`src/rtl/serial_negator_framed.sv`:
```
// Word-framed LSB-first serial transform (pass / one's / two's complement) with overflow flag.
// One-cycle registered latency; no backpressure, every out_valid cycle must be accepted.
module serial_negator_framed #(
  parameter int WIDTH = 8,
  parameter int CNT_W = $clog2(WIDTH)
) (
  input  logic       clk,
  input  logic       reset_n,
  input  logic [1:0] mode,
  input  logic       in_valid,
  input  logic       in_bit,
  output logic       out_valid,
  output logic       out_bit,
  output logic       out_first,
  output logic       out_last,
  output logic       ovf
);

  localparam logic [1:0] MODE_ONES = 2'b01;
  localparam logic [1:0] MODE_TWOS = 2'b10;
  localparam logic [CNT_W-1:0] LAST_IDX = CNT_W'(WIDTH - 1);

  logic [CNT_W-1:0] bit_cnt;
  logic [1:0]       mode_lat;
  logic             seen_one;
  logic             low_zero;

  logic             is_first;
  logic             is_last;
  logic [1:0]       eff_mode;
  logic             seen_eff;
  logic             low_zero_eff;
  logic             xf_bit;
  logic             ovf_nxt;

  // Word-start bits use the live mode and fresh history, independent of the previous word.
  always_comb begin
    is_first     = (bit_cnt == '0);
    is_last      = (bit_cnt == LAST_IDX);
    eff_mode     = is_first ? mode : mode_lat;
    seen_eff     = is_first ? 1'b0 : seen_one;
    low_zero_eff = is_first ? 1'b1 : low_zero;
    xf_bit       = in_bit;
    case (eff_mode)
      MODE_ONES: xf_bit = ~in_bit;
      MODE_TWOS: xf_bit = seen_eff ? ~in_bit : in_bit;
      default:   xf_bit = in_bit;
    endcase
    ovf_nxt = is_last & (eff_mode == MODE_TWOS) & low_zero_eff & in_bit;
  end

  always_ff @(posedge clk) begin
    if (!reset_n) begin
      bit_cnt   <= '0;
      mode_lat  <= 2'b00;
      seen_one  <= 1'b0;
      low_zero  <= 1'b1;
      out_valid <= 1'b0;
      out_bit   <= 1'b0;
      out_first <= 1'b0;
      out_last  <= 1'b0;
      ovf       <= 1'b0;
    end else if (in_valid) begin
      bit_cnt   <= is_last ? '0 : bit_cnt + 1'b1;
      if (is_first) mode_lat <= mode;
      seen_one  <= seen_eff | in_bit;
      low_zero  <= low_zero_eff & ~in_bit;
      out_valid <= 1'b1;
      out_bit   <= xf_bit;
      out_first <= is_first;
      out_last  <= is_last;
      ovf       <= ovf_nxt;
    end else begin
      out_valid <= 1'b0;
      out_bit   <= 1'b0;
      out_first <= 1'b0;
      out_last  <= 1'b0;
      ovf       <= 1'b0;
    end
  end

endmodule

```
`config.mk`:
```
export PLATFORM = sky130hd
export DESIGN_NAME = serial_negator_framed
export DESIGN_NICKNAME = d
export VERILOG_FILES = /design/src/rtl/serial_negator_framed.sv
export SDC_FILE = /design/constraint.sdc
export NUM_CORES = 1
export LEC_CHECK = 0
export BUFFER_PORTS_ARGS = -buffer_cell sky130_fd_sc_hd__buf_2
export CAP_MARGIN = 10
export CELL_PAD_IN_SITES_DETAIL_PLACEMENT = 1
export CELL_PAD_IN_SITES_GLOBAL_PLACEMENT = 1
export CORE_MARGIN = 2
export CORE_UTILIZATION = 39
export DETAILED_ROUTE_END_ITERATION = 8
export PLACE_DENSITY = 0.78
export SLEW_MARGIN = 5
export SYNTH_ARGS = -nofsm -noshare
export SYNTH_HDL_FRONTEND = slang
export SYNTH_SLANG_ARGS = --single-unit
```
`constraint.sdc`:
```
create_clock -name clk -period 2.3 [get_ports clk]
set_input_delay 0 -clock clk [delete_from_list [all_inputs] [get_ports clk]]
set_output_delay 0 -clock clk [all_outputs]
set_load 0.02 [all_outputs]
```
==> metrics.md, run 1 <==
| Metric | Value |
|---|---|
| Status | `completed` |
| Die height | `43.3 um` |
| H-Tree Depth | `1` |
| RSZ-0062 raised after global routing | `no` |
| Final Hold Vio Count | `0` |
| Row cnt | `14` |
| Via count | `431` |
| Number of global-route vias before repair | `439` |
| Pleak | `0.351 nW` |
| Largest net degree at the start of global routing | `13` |
| Post-CTS Repair Setup Buffers | `0` |
| Non-filler instance count after layout | `86` |
| Ys Warns | `0` |
| Footprint of the multi-input gates | `329 um^2` |
| Final Util | `47.8%` |
| Clk_skew | `0.00191 ns` |
| Antenna Cells | `0` |
| Internal reg-to-reg setup slack | `0.30 ns` |
| Global-route wire length before repair | `1.80 mm` |
| Startpoint types | `register` |
| DP Area | `648 um^2` |
| Peak supply drop | `0.209 mV` |
| Layout fillers | `182` |
| Syn Std Cell Area | `602 um^2` |
| Max-slew violations | `0` |
| Post-synthesis sequential area ratio | `39.9%` |
| #FFs+latches synth | `12` |
| Routed length per instance | `12.0 um` |
| DR DRC count | `0` |
| Area Overhead vs Synth | `16.8%` |
| DRT antenna net count | `0` |
| Setup crit end kind | `register` |
| Die area | `1870 um^2` |
| GP Congestion | `0.732` |
| Sequential Area | `240 um^2` |
| Overall Power | `0.433 mW` |
| # clock sinks | `12` |
| Total of max-cap violations | `0` |
| Cells after synthesis | `57` |
| Number of library cell types mapped by synthesis | `21` |
| Worst r2r src | `bit_cnt[0]` |
| DR pass1 iterations | `2` |
| Placed cell count | `80` |
| Starting DRT DRC Count | `1` |
| Total wire length | `1.03 mm` |
| Pwr/cell area | `616 nW/um^2` |
| Core area | `1470 um^2` |
| Syn Nets | `69` |
| Gr ovfl total | `0` |
| TNS Setup | `0 ns` |
| Insertion delay to the later sink of the worst-skew pair | `0.27 ns` |
| Worst Setup SP | `bit_cnt[0]` |
| Final setup vio count | `0` |
| Worst slew pin tran | `0.382 ns` |
| Mean post-synth cell area | `10.6 um^2` |
| I/O pin count | `11` |
| Final Cycle Share | `87.1%` |
| Arr. time, crit path | `2.17 ns` |
| Worst Path Max Fanout | `7` |
| Dpl hpwl | `757 um` |
| Max-slew headroom | `74.4%` |
| Req. time, crit path | `2.46 ns` |
| FMAX | `0.499 GHz` |
| Clock Path Buffers | `2` |
| Worst Setup Path Type | `register to register` |
| Starting density of the core | `40.9%` |
| Clk slew on worst S/H paths | `0.07 ns` |
| Share of cells above drive strength 1 | `22.9%` |
| Total CTS buffers | `3` |
| Total Nets Final | `84` |
| Worst min path class | `primary input to register` |
| Die X-Extent | `43.3 um` |
| GRT Resource Usage Total | `14.2%` |
| Leading cell type in the layout, fill and taps excluded | `dfxtp_1` |
| Initial antenna violation count | `0` |
| Post-Layout Inst Area | `703 um^2` |
| Via/cell ratio | `5.01` |
| Root Driver | `clkbuf_4` |
| Most frequent cells in the layout | `dfxtp_1 (12), buf_2 (10), ha_1 (6)` |
| Final Critical Period | `2.00 ns` |
| CTS tree | `done` |
| Worst hold start | `reset_n` |
| I/O Buffers | `10` |
==> layout make-up <==
| class | instances | area share (%) |
|---|---|---|
| clock buffer | 3 | 3.20 |
| inverter | 3 | 1.60 |
| multi-input combinational | 39 | 46.8 |
| sequential | 12 | 34.2 |
| tap | 16 | 2.85 |
| timing repair buffer | 13 | 11.4 |
==> metrics by stage <==
step	setup slack [ns]	hold slack (ns)
3_3_place_gp	0.149	0.267
6_report	0.296	0.0564
4_1_cts	0.0851	0.0550
3_5_place_dp	0.0844	0.277
5_1_grt	0.177	0.0563
2_1_floorplan	0.451	0.124
==> worst max-delay path, cell delays in order, from the launching register on <==
cell     delay, ns
dfxtp_1       0.34
inv_1         0.06
ha_1          0.16
nor2b_2       0.37
mux2_4        0.34
ha_1          0.29
o311a_1       0.35
==> cells in the mapped netlist <==
cell | n | share of area (%)
and2_1 | 3 | 3.1
inv_1 | 3 | 1.9
buf_4 | 1 | 1.2
o211a_1 | 1 | 1.7
and3_1 | 1 | 1.0
a21boi_0 | 1 | 1.2
ha_1 | 6 | 12
buf_2 | 1 | 0.83
mux2i_1 | 5 | 8.3
a32oi_1 | 1 | 1.5
nor2b_1 | 5 | 5.2
o311a_1 | 1 | 1.7
o2111a_1 | 1 | 1.9
buf_6 | 1 | 1.9
nand2b_1 | 3 | 3.1
o21a_1 | 1 | 1.2
dfxtp_1 | 12 | 40
mux2_4 | 2 | 5.0
nor3b_1 | 1 | 1.2
nand2_1 | 5 | 3.1
nand3b_1 | 2 | 2.5
==> cells by family after synthesis <==
| family | synth area share [%] |
|---|---|
| muxes | 13.3 |
| adders and majority gates | 12.5 |
| and+or+nand+nor | 19.3 |
| DFF | 39.9 |
| AOI/OAI and AO/OA | 9.15 |
| buffers and inverters | 5.82 |
==> state kept, by name, indices dropped and copies added (netlist names) <==
signal,count
low_zero,1
seen_one,1
out_last,1
out_first,1
out_valid,1
bit_cnt,3
mode_lat,2
out_bit,1
ovf,1
==> path summary, 6_finish.rpt <==
kind | end | cells after the start
setup / recovery | out_bit | 6
hold / removal | bit_cnt[0] | 2
setup reg to reg | out_bit | 6
hold reg to reg | mode_lat[0] | 2
==> metal layers <==
layer	global-route usage, %	part of all wire, %
met1	15.0	44
met2	21.8	47
met3	5.11	4.6
met4	12.7	3.5
met5	0	0
==> report_power, final <==
part	switching, mW	internal, mW
combinational	0.0387	0.0410
clock	0.0678	0.0606
sequential	0.00605	0.219
==> repair_timing <==
action                                  4_1_cts  5_1_grt
resized for setup                             0        1
hold buffers                                  3        0
endpoints found under the hold margin         3        0
endpoints found under the setup margin        0        1
No activity file was read; power rests on OpenSTA's default activity.
==> run 2: changes to the inputs <==
- CORE_MARGIN: 2 -> 4
- clock period: 2.3 -> 1.85 ns (I/O delays scaled with it)
==> metrics.md, run 2 (synthesized netlist as in run 1, its figures left out) <==
| Metric | Value |
|---|---|
| DP Area | `684 um^2 (was 648 um^2)` |
| Share of cells above drive strength 1 | `46.3% (was 22.9%)` |
| Post-Layout Inst Area | `840 um^2 (was 703 um^2)` |
| Die X-Extent | `47.3 um (was 43.3 um)` |
| TNS Setup | `0 ns (unchanged)` |
| Setup crit end kind | `register (unchanged)` |
| Max-slew violations | `0 (unchanged)` |
| Starting density of the core | `43.5% (was 40.9%)` |
| DRT antenna net count | `0 (unchanged)` |
| CTS tree | `done (unchanged)` |
| CP max stage delay | `0.35 ns (was 0.37 ns)` |
| Total wire length | `1.53 mm (was 1.03 mm)` |
| Dpl hpwl | `898 um (was 757 um)` |
| DR DRC count | `0 (unchanged)` |
| Total CTS buffers | `3 (unchanged)` |
| Worst Path Max Fanout | `5 (was 7)` |
| Root Driver | `clkbuf_4 (unchanged)` |
| Pwr/cell area | `779 nW/um^2 (was 616 nW/um^2)` |
| Final Critical Period | `1.83 ns (was 2.00 ns)` |
| Final Hold Vio Count | `0 (unchanged)` |
| CP max stage cell | `dfxtp_2 (was nor2b_2)` |
| Via count | `493 (was 431)` |
| Final Cycle Share | `98.9% (was 87.1%)` |
| # clock sinks | `12 (unchanged)` |
| Clock Path Buffers | `2 (unchanged)` |
| Req. time, crit path | `2.01 ns (was 2.46 ns)` |
| Top reg by flops | `bit_cnt (unchanged)` |
| FMAX | `0.546 GHz (was 0.499 GHz)` |
| Global-route wire length before repair | `2.51 mm (was 1.80 mm)` |
| Cells traversed along the worst timing path | `inv_2 -> ha_4 -> nor2b_4 -> buf_4 -> nand2b_4 -> ha_1 -> and2_4 -> o311a_1 (was inv_1 -> ha_1 -> nor2b_2 -> mux2_4 -> ha_1 -> o311a_1)` |
| Gr ovfl total | `0 (unchanged)` |
| H-Tree Depth | `1 (unchanged)` |
| DR pass1 iterations | `4 (was 2)` |
| Overall Power | `0.654 mW (was 0.433 mW)` |
| GP Congestion | `0.719 (was 0.732)` |
| GRT Resource Usage Total | `17.0% (was 14.2%)` |
| Worst hold slack | `0.0499 ns (was 0.0564 ns)` |
| Die area | `2240 um^2 (was 1870 um^2)` |
| Row cnt | `13 (was 14)` |
| Clk slew on worst S/H paths | `0.07 ns (about the same)` |
| Max reg flops | `3 (unchanged)` |
| Initial antenna violation count | `0 (unchanged)` |
| Pleak | `0.411 nW (was 0.351 nW)` |
| Largest regs | `bit_cnt (3), mode_lat (2) (unchanged)` |
| RSZ-0062 raised after global routing | `yes (was no)` |
| Worst slew pin tran | `0.242 ns (was 0.382 ns)` |
| I/O Buffers | `10 (unchanged)` |
| Starting DRT DRC Count | `7 (was 1)` |
| Total Nets Final | `93 (was 84)` |
| Largest net degree at the start of global routing | `13 (unchanged)` |
| Number of global-route vias before repair | `539 (was 439)` |
| Antenna Cells | `0 (unchanged)` |
| Worst Setup Path Type | `register to register (unchanged)` |
| Core area | `1380 um^2 (was 1470 um^2)` |
| Max-slew headroom | `83.8% (was 74.4%)` |
| Final setup vio count | `0 (unchanged)` |
| Worst min path class | `primary input to register (unchanged)` |
| Most frequent cells in the layout | `dfxtp_1 (10), buf_2 (10), buf_4 (8) (was dfxtp_1 (12), buf_2 (10), ha_1 (6))` |
| Arr. time, crit path | `1.99 ns (was 2.17 ns)` |
| Status | `completed (unchanged)` |
| Startpoint types | `register (unchanged)` |
| Total of max-cap violations | `0 (unchanged)` |
| Insertion delay to the later sink of the worst-skew pair | `0.27 ns (about the same)` |
| Clk_skew | `0.000797 ns (was 0.00191 ns)` |
| Final Util | `60.7% (was 47.8%)` |
| I/O pin count | `11 (unchanged)` |
| Area Overhead vs Synth | `39.5% (was 16.8%)` |
| Die height | `47.3 um (was 43.3 um)` |
| Via/cell ratio | `5.19 (was 5.01)` |
| Routed length per instance | `16.1 um (was 12.0 um)` |
| Peak supply drop | `0.619 mV (was 0.209 mV)` |
-- run 2: changes by cell type in the layout (fill, tap and decap cells not counted), sizes merged --
cell,change
buf,+9
clkbuf,+1
-- run 2: final timing paths --
check	slack, ns	cells after the start	endpoint	from
worst min-delay path	0.05	2	bit_cnt[0]	reset_n
worst min register to register	0.50	2	mode_lat[1]	mode_lat[1]
worst max-delay path	0.02	8	out_bit	bit_cnt[0]
worst max register to register	0.02	8	out_bit	bit_cnt[0]
-- run 2: critical path, delay by kind of cell (launching register included) --
family	cells	cell delay, ns
flops	1	0.35
simple gates	3	0.43
compound gates	1	0.33
buf+inv	2	0.18
fa+ha+maj	2	0.43
-- run 2: report_power, final --
group	total (mW)	switching, mW	internal [mW]	leakage [nW]
Clock	0.210	0.0900	0.120	0.0210
Sequential	0.283	0.00923	0.273	0.0992
Combinational	0.162	0.0702	0.0915	0.291
-- run 2: timing repair --
item,4_1_cts,5_1_grt
cloned,0,0
gates resized for setup,5,11
hold endpoints to repair,3,0
buffers inserted,3,1
setup endpoints to repair,2,1
pin swaps,0,4
hold buffers,3,0
-- run 2: layout make-up --
type                    count  area, um^2
multi-input cells          39         379
well taps                  15        18.8
flip-flops and latches     12         243
repair buffers             22         151
fillers                   154         543
inverters                   3        11.3
clock buffers               4        36.3
-- run 2: metal layers --
layer / track usage [%] / up-vias / share of wire, %
met5: 0 / - / 0
met3: 6.90 / 2 / 5.5
met4: 8.29 / 0 / 0.98
met2: 27.5 / 11 / 53
met1: 19.1 / 240 / 41
li1: - / 240 / -
-- run 2: stage by stage --
step,worst slack [ns],std cells
after detailed placement,-0.251,84
final,0.0194,95
after global routing,-0.0750,95
after global placement,-0.204,84
after CTS,0.00340,94
after floorplan,0.00111,57
==> run 3: changes to the inputs <==
- RECOVER_POWER: not set -> 25
==> metrics.md, run 3 (synthesized netlist as in run 1, its figures left out) <==
| Metric | Value |
|---|---|
| Pwr/cell area | `784 nW/um^2 (was 779 nW/um^2)` |
| Die X-Extent | `47.3 um (unchanged)` |
| DR WL met2 | `806 um (was 808 um)` |
| FMAX | `0.546 GHz (about the same)` |
| Non-filler instance count after layout | `95 (unchanged)` |
| GRT Resource Usage Total | `17.0% (unchanged)` |
| Setup WS pre-CTS | `-0.251 ns (unchanged)` |
| Global-route wire length before repair | `2.51 mm (unchanged)` |
| Final Hold Vio Count | `0 (unchanged)` |
| Max-slew headroom | `69.9% (was 83.8%)` |
| Most frequent cells in the layout | `dfxtp_1 (10), buf_4 (8), buf_2 (6) (was dfxtp_1 (10), buf_2 (10), buf_4 (8))` |
| CP max stage cell | `dfxtp_2 (unchanged)` |
| GP Congestion | `0.719 (unchanged)` |
| Antenna Cells | `0 (unchanged)` |
| Clk_skew | `0.000938 ns (was 0.000797 ns)` |
| Startpoint types | `register (unchanged)` |
| Met3 wire length | `98 um (was 84 um)` |
| Worst r2r src | `bit_cnt[0] (unchanged)` |
| Total wire length | `1.53 mm (unchanged)` |
| Placed cell count | `84 (unchanged)` |
| Core area | `1380 um^2 (unchanged)` |
| Status | `completed (unchanged)` |
| Worst Setup Slack, final | `0.0195 ns (was 0.0194 ns)` |
| Worst Path Max Fanout | `5 (unchanged)` |
| Starting DRT DRC Count | `9 (was 7)` |
| Peak supply drop | `0.619 mV (about the same)` |
| Internal reg-to-reg setup slack | `0.02 ns (about the same)` |
| CP max stage delay | `0.35 ns (about the same)` |
| Die height | `47.3 um (unchanged)` |
| Req. time, crit path | `2.02 ns (was 2.01 ns)` |
| I/O Buffers | `10 (unchanged)` |
| Worst Setup Path Type | `register to register (unchanged)` |
| Via/cell ratio | `5.16 (was 5.19)` |
| Number of global-route vias before repair | `539 (unchanged)` |
| Highest Signal Layer | `met4 (unchanged)` |
| Clk slew on worst S/H paths | `0.07 ns (about the same)` |
| DRT antenna net count | `0 (unchanged)` |
| Worst hold start | `reset_n (unchanged)` |
| Final setup vio count | `0 (unchanged)` |
| Gr ovfl total | `0 (unchanged)` |
| Via count | `490 (was 493)` |
| Share of cells above drive strength 1 | `41.3% (was 46.3%)` |
| CTS tree | `done (unchanged)` |
| Leading cell type in the layout, fill and taps excluded | `dfxtp_1` |
| DR pass1 iterations | `4 (unchanged)` |
| Met1 wire length | `613 um (was 624 um)` |
| Setup crit end kind | `register (unchanged)` |
| DR DRC count | `0 (unchanged)` |
| Worst min path class | `primary input to register (unchanged)` |
| Largest net degree at the start of global routing | `13 (unchanged)` |
| Pleak | `0.396 nW (was 0.411 nW)` |
| Dpl hpwl | `898 um (unchanged)` |
| Post-Layout Inst Area | `835 um^2 (was 840 um^2)` |
| Reg2reg end | `out_bit (unchanged)` |
| Clock Path Buffers | `2 (unchanged)` |
| Hold path depth | `2 (unchanged)` |
| Cells traversed along the worst timing path | `inv_2 -> ha_4 -> nor2b_4 -> buf_4 -> nand2b_4 -> ha_1 -> and2_4 -> o311a_1 (unchanged)` |
| Top reg by flops | `bit_cnt (unchanged)` |
| Worst slew pin tran | `0.451 ns (was 0.242 ns)` |
| RSZ-0062 raised after global routing | `yes (unchanged)` |
| I/O pin count | `11 (unchanged)` |
| Root Driver | `clkbuf_4 (unchanged)` |
| Max reg flops | `3 (unchanged)` |
| Insertion delay to the later sink of the worst-skew pair | `0.28 ns (was 0.27 ns)` |
| Die area | `2240 um^2 (unchanged)` |
| Final Critical Period | `1.83 ns (about the same)` |
| Final Cycle Share | `98.9% (about the same)` |
| Total Nets Final | `93 (unchanged)` |
| Max-slew violations | `0 (unchanged)` |
| Row cnt | `13 (unchanged)` |
| DP Area | `684 um^2 (unchanged)` |
| WHS Endpoint | `bit_cnt[0] (unchanged)` |
| Final Util | `60.4% (was 60.7%)` |
| Starting density of the core | `43.5% (unchanged)` |
| Arr. time, crit path | `2.00 ns (was 1.99 ns)` |
| R2r worst-path depth | `8 (unchanged)` |
| Total of max-cap violations | `0 (unchanged)` |
| Largest regs | `bit_cnt (3), mode_lat (2) (unchanged)` |
| Initial antenna violation count | `0 (unchanged)` |
| Total CTS buffers | `3 (unchanged)` |
| H-Tree Depth | `1 (unchanged)` |
| Area Overhead vs Synth | `38.7% (was 39.5%)` |
| Routed length per instance | `16.1 um (unchanged)` |
| # clock sinks | `12 (unchanged)` |
-- run 3: changes by cell type in the layout (fill, tap and decap cells not counted) --
cell and change:
clkbuf_1 +4, buf_2 -4
-- run 3: worst max path at each step --
stage | start | end | slack, ns | depth (start not counted)
after CTS | bit_cnt[0] | out_bit | 0.003 | 7
after floorplan | bit_cnt[0] | out_bit | 0.001 | 8
after global placement | bit_cnt[0] | out_bit | -0.20 | 7
after detailed placement | bit_cnt[0] | out_bit | -0.25 | 7
final | bit_cnt[0] | out_bit | 0.02 | 8
after global routing | bit_cnt[1] | out_bit | -0.07 | 8
-- run 3: power breakdown --
group | total (mW) | leakage, nW | switching, mW | internal, mW
sequential | 0.282 | 0.0992 | 0.00916 | 0.273
combinational | 0.161 | 0.276 | 0.0702 | 0.0908
clock | 0.211 | 0.0210 | 0.0909 | 0.120
total | 0.654 | 0.396 | 0.170 | 0.484
-- run 3: cell type report --
cell class                      instances  area (um^2)
Fill cell                             155          548
Multi-Input combinational cell         39          379
Clock buffer                            4         36.3
Inverter                                3         11.3
Tap cell                               15         18.8
Timing Repair Buffer                   22          146
Sequential cell                        12          243
-- run 3: timing repair --
item | in CTS | in global routing
hold buffers | 3 | 0
pin swaps | 0 | 4
endpoints found under the setup margin | 2 | 1
resized for setup | 5 | 11
buffers inserted | 3 | 1
endpoints found under the hold margin | 3 | 0
-- run 3: per-layer routing --
layer  track usage, %  vias to the layer above
met3             6.90                        2
met5                0                        -
met1             19.1                      235
li1                 -                      240
met4             8.29                        0
met2             27.5                       13
-- run 3: metrics by stage --
step / setup TNS [ns] / hold slack (ns) / total power [mW]
after floorplan: 0 / 0.124 / 0.362
after global placement: -0.204 / 0.270 / 0.389
after detailed placement: -0.281 / 0.278 / 0.395
after CTS: 0 / 0.0390 / 0.632
after global routing: -0.0750 / 0.0490 / 0.697
final: 0 / 0.0485 / 0.654
-- run 3: critical path: cells and delay by family (launching register included) --
| kind | cells | cell delay, ns |
|---|---|---|
| fa+ha+maj | 2 | 0.43 |
| simple gates | 3 | 0.43 |
| flops | 1 | 0.35 |
| compound gates | 1 | 0.33 |
| buf+inv | 2 | 0.18 |
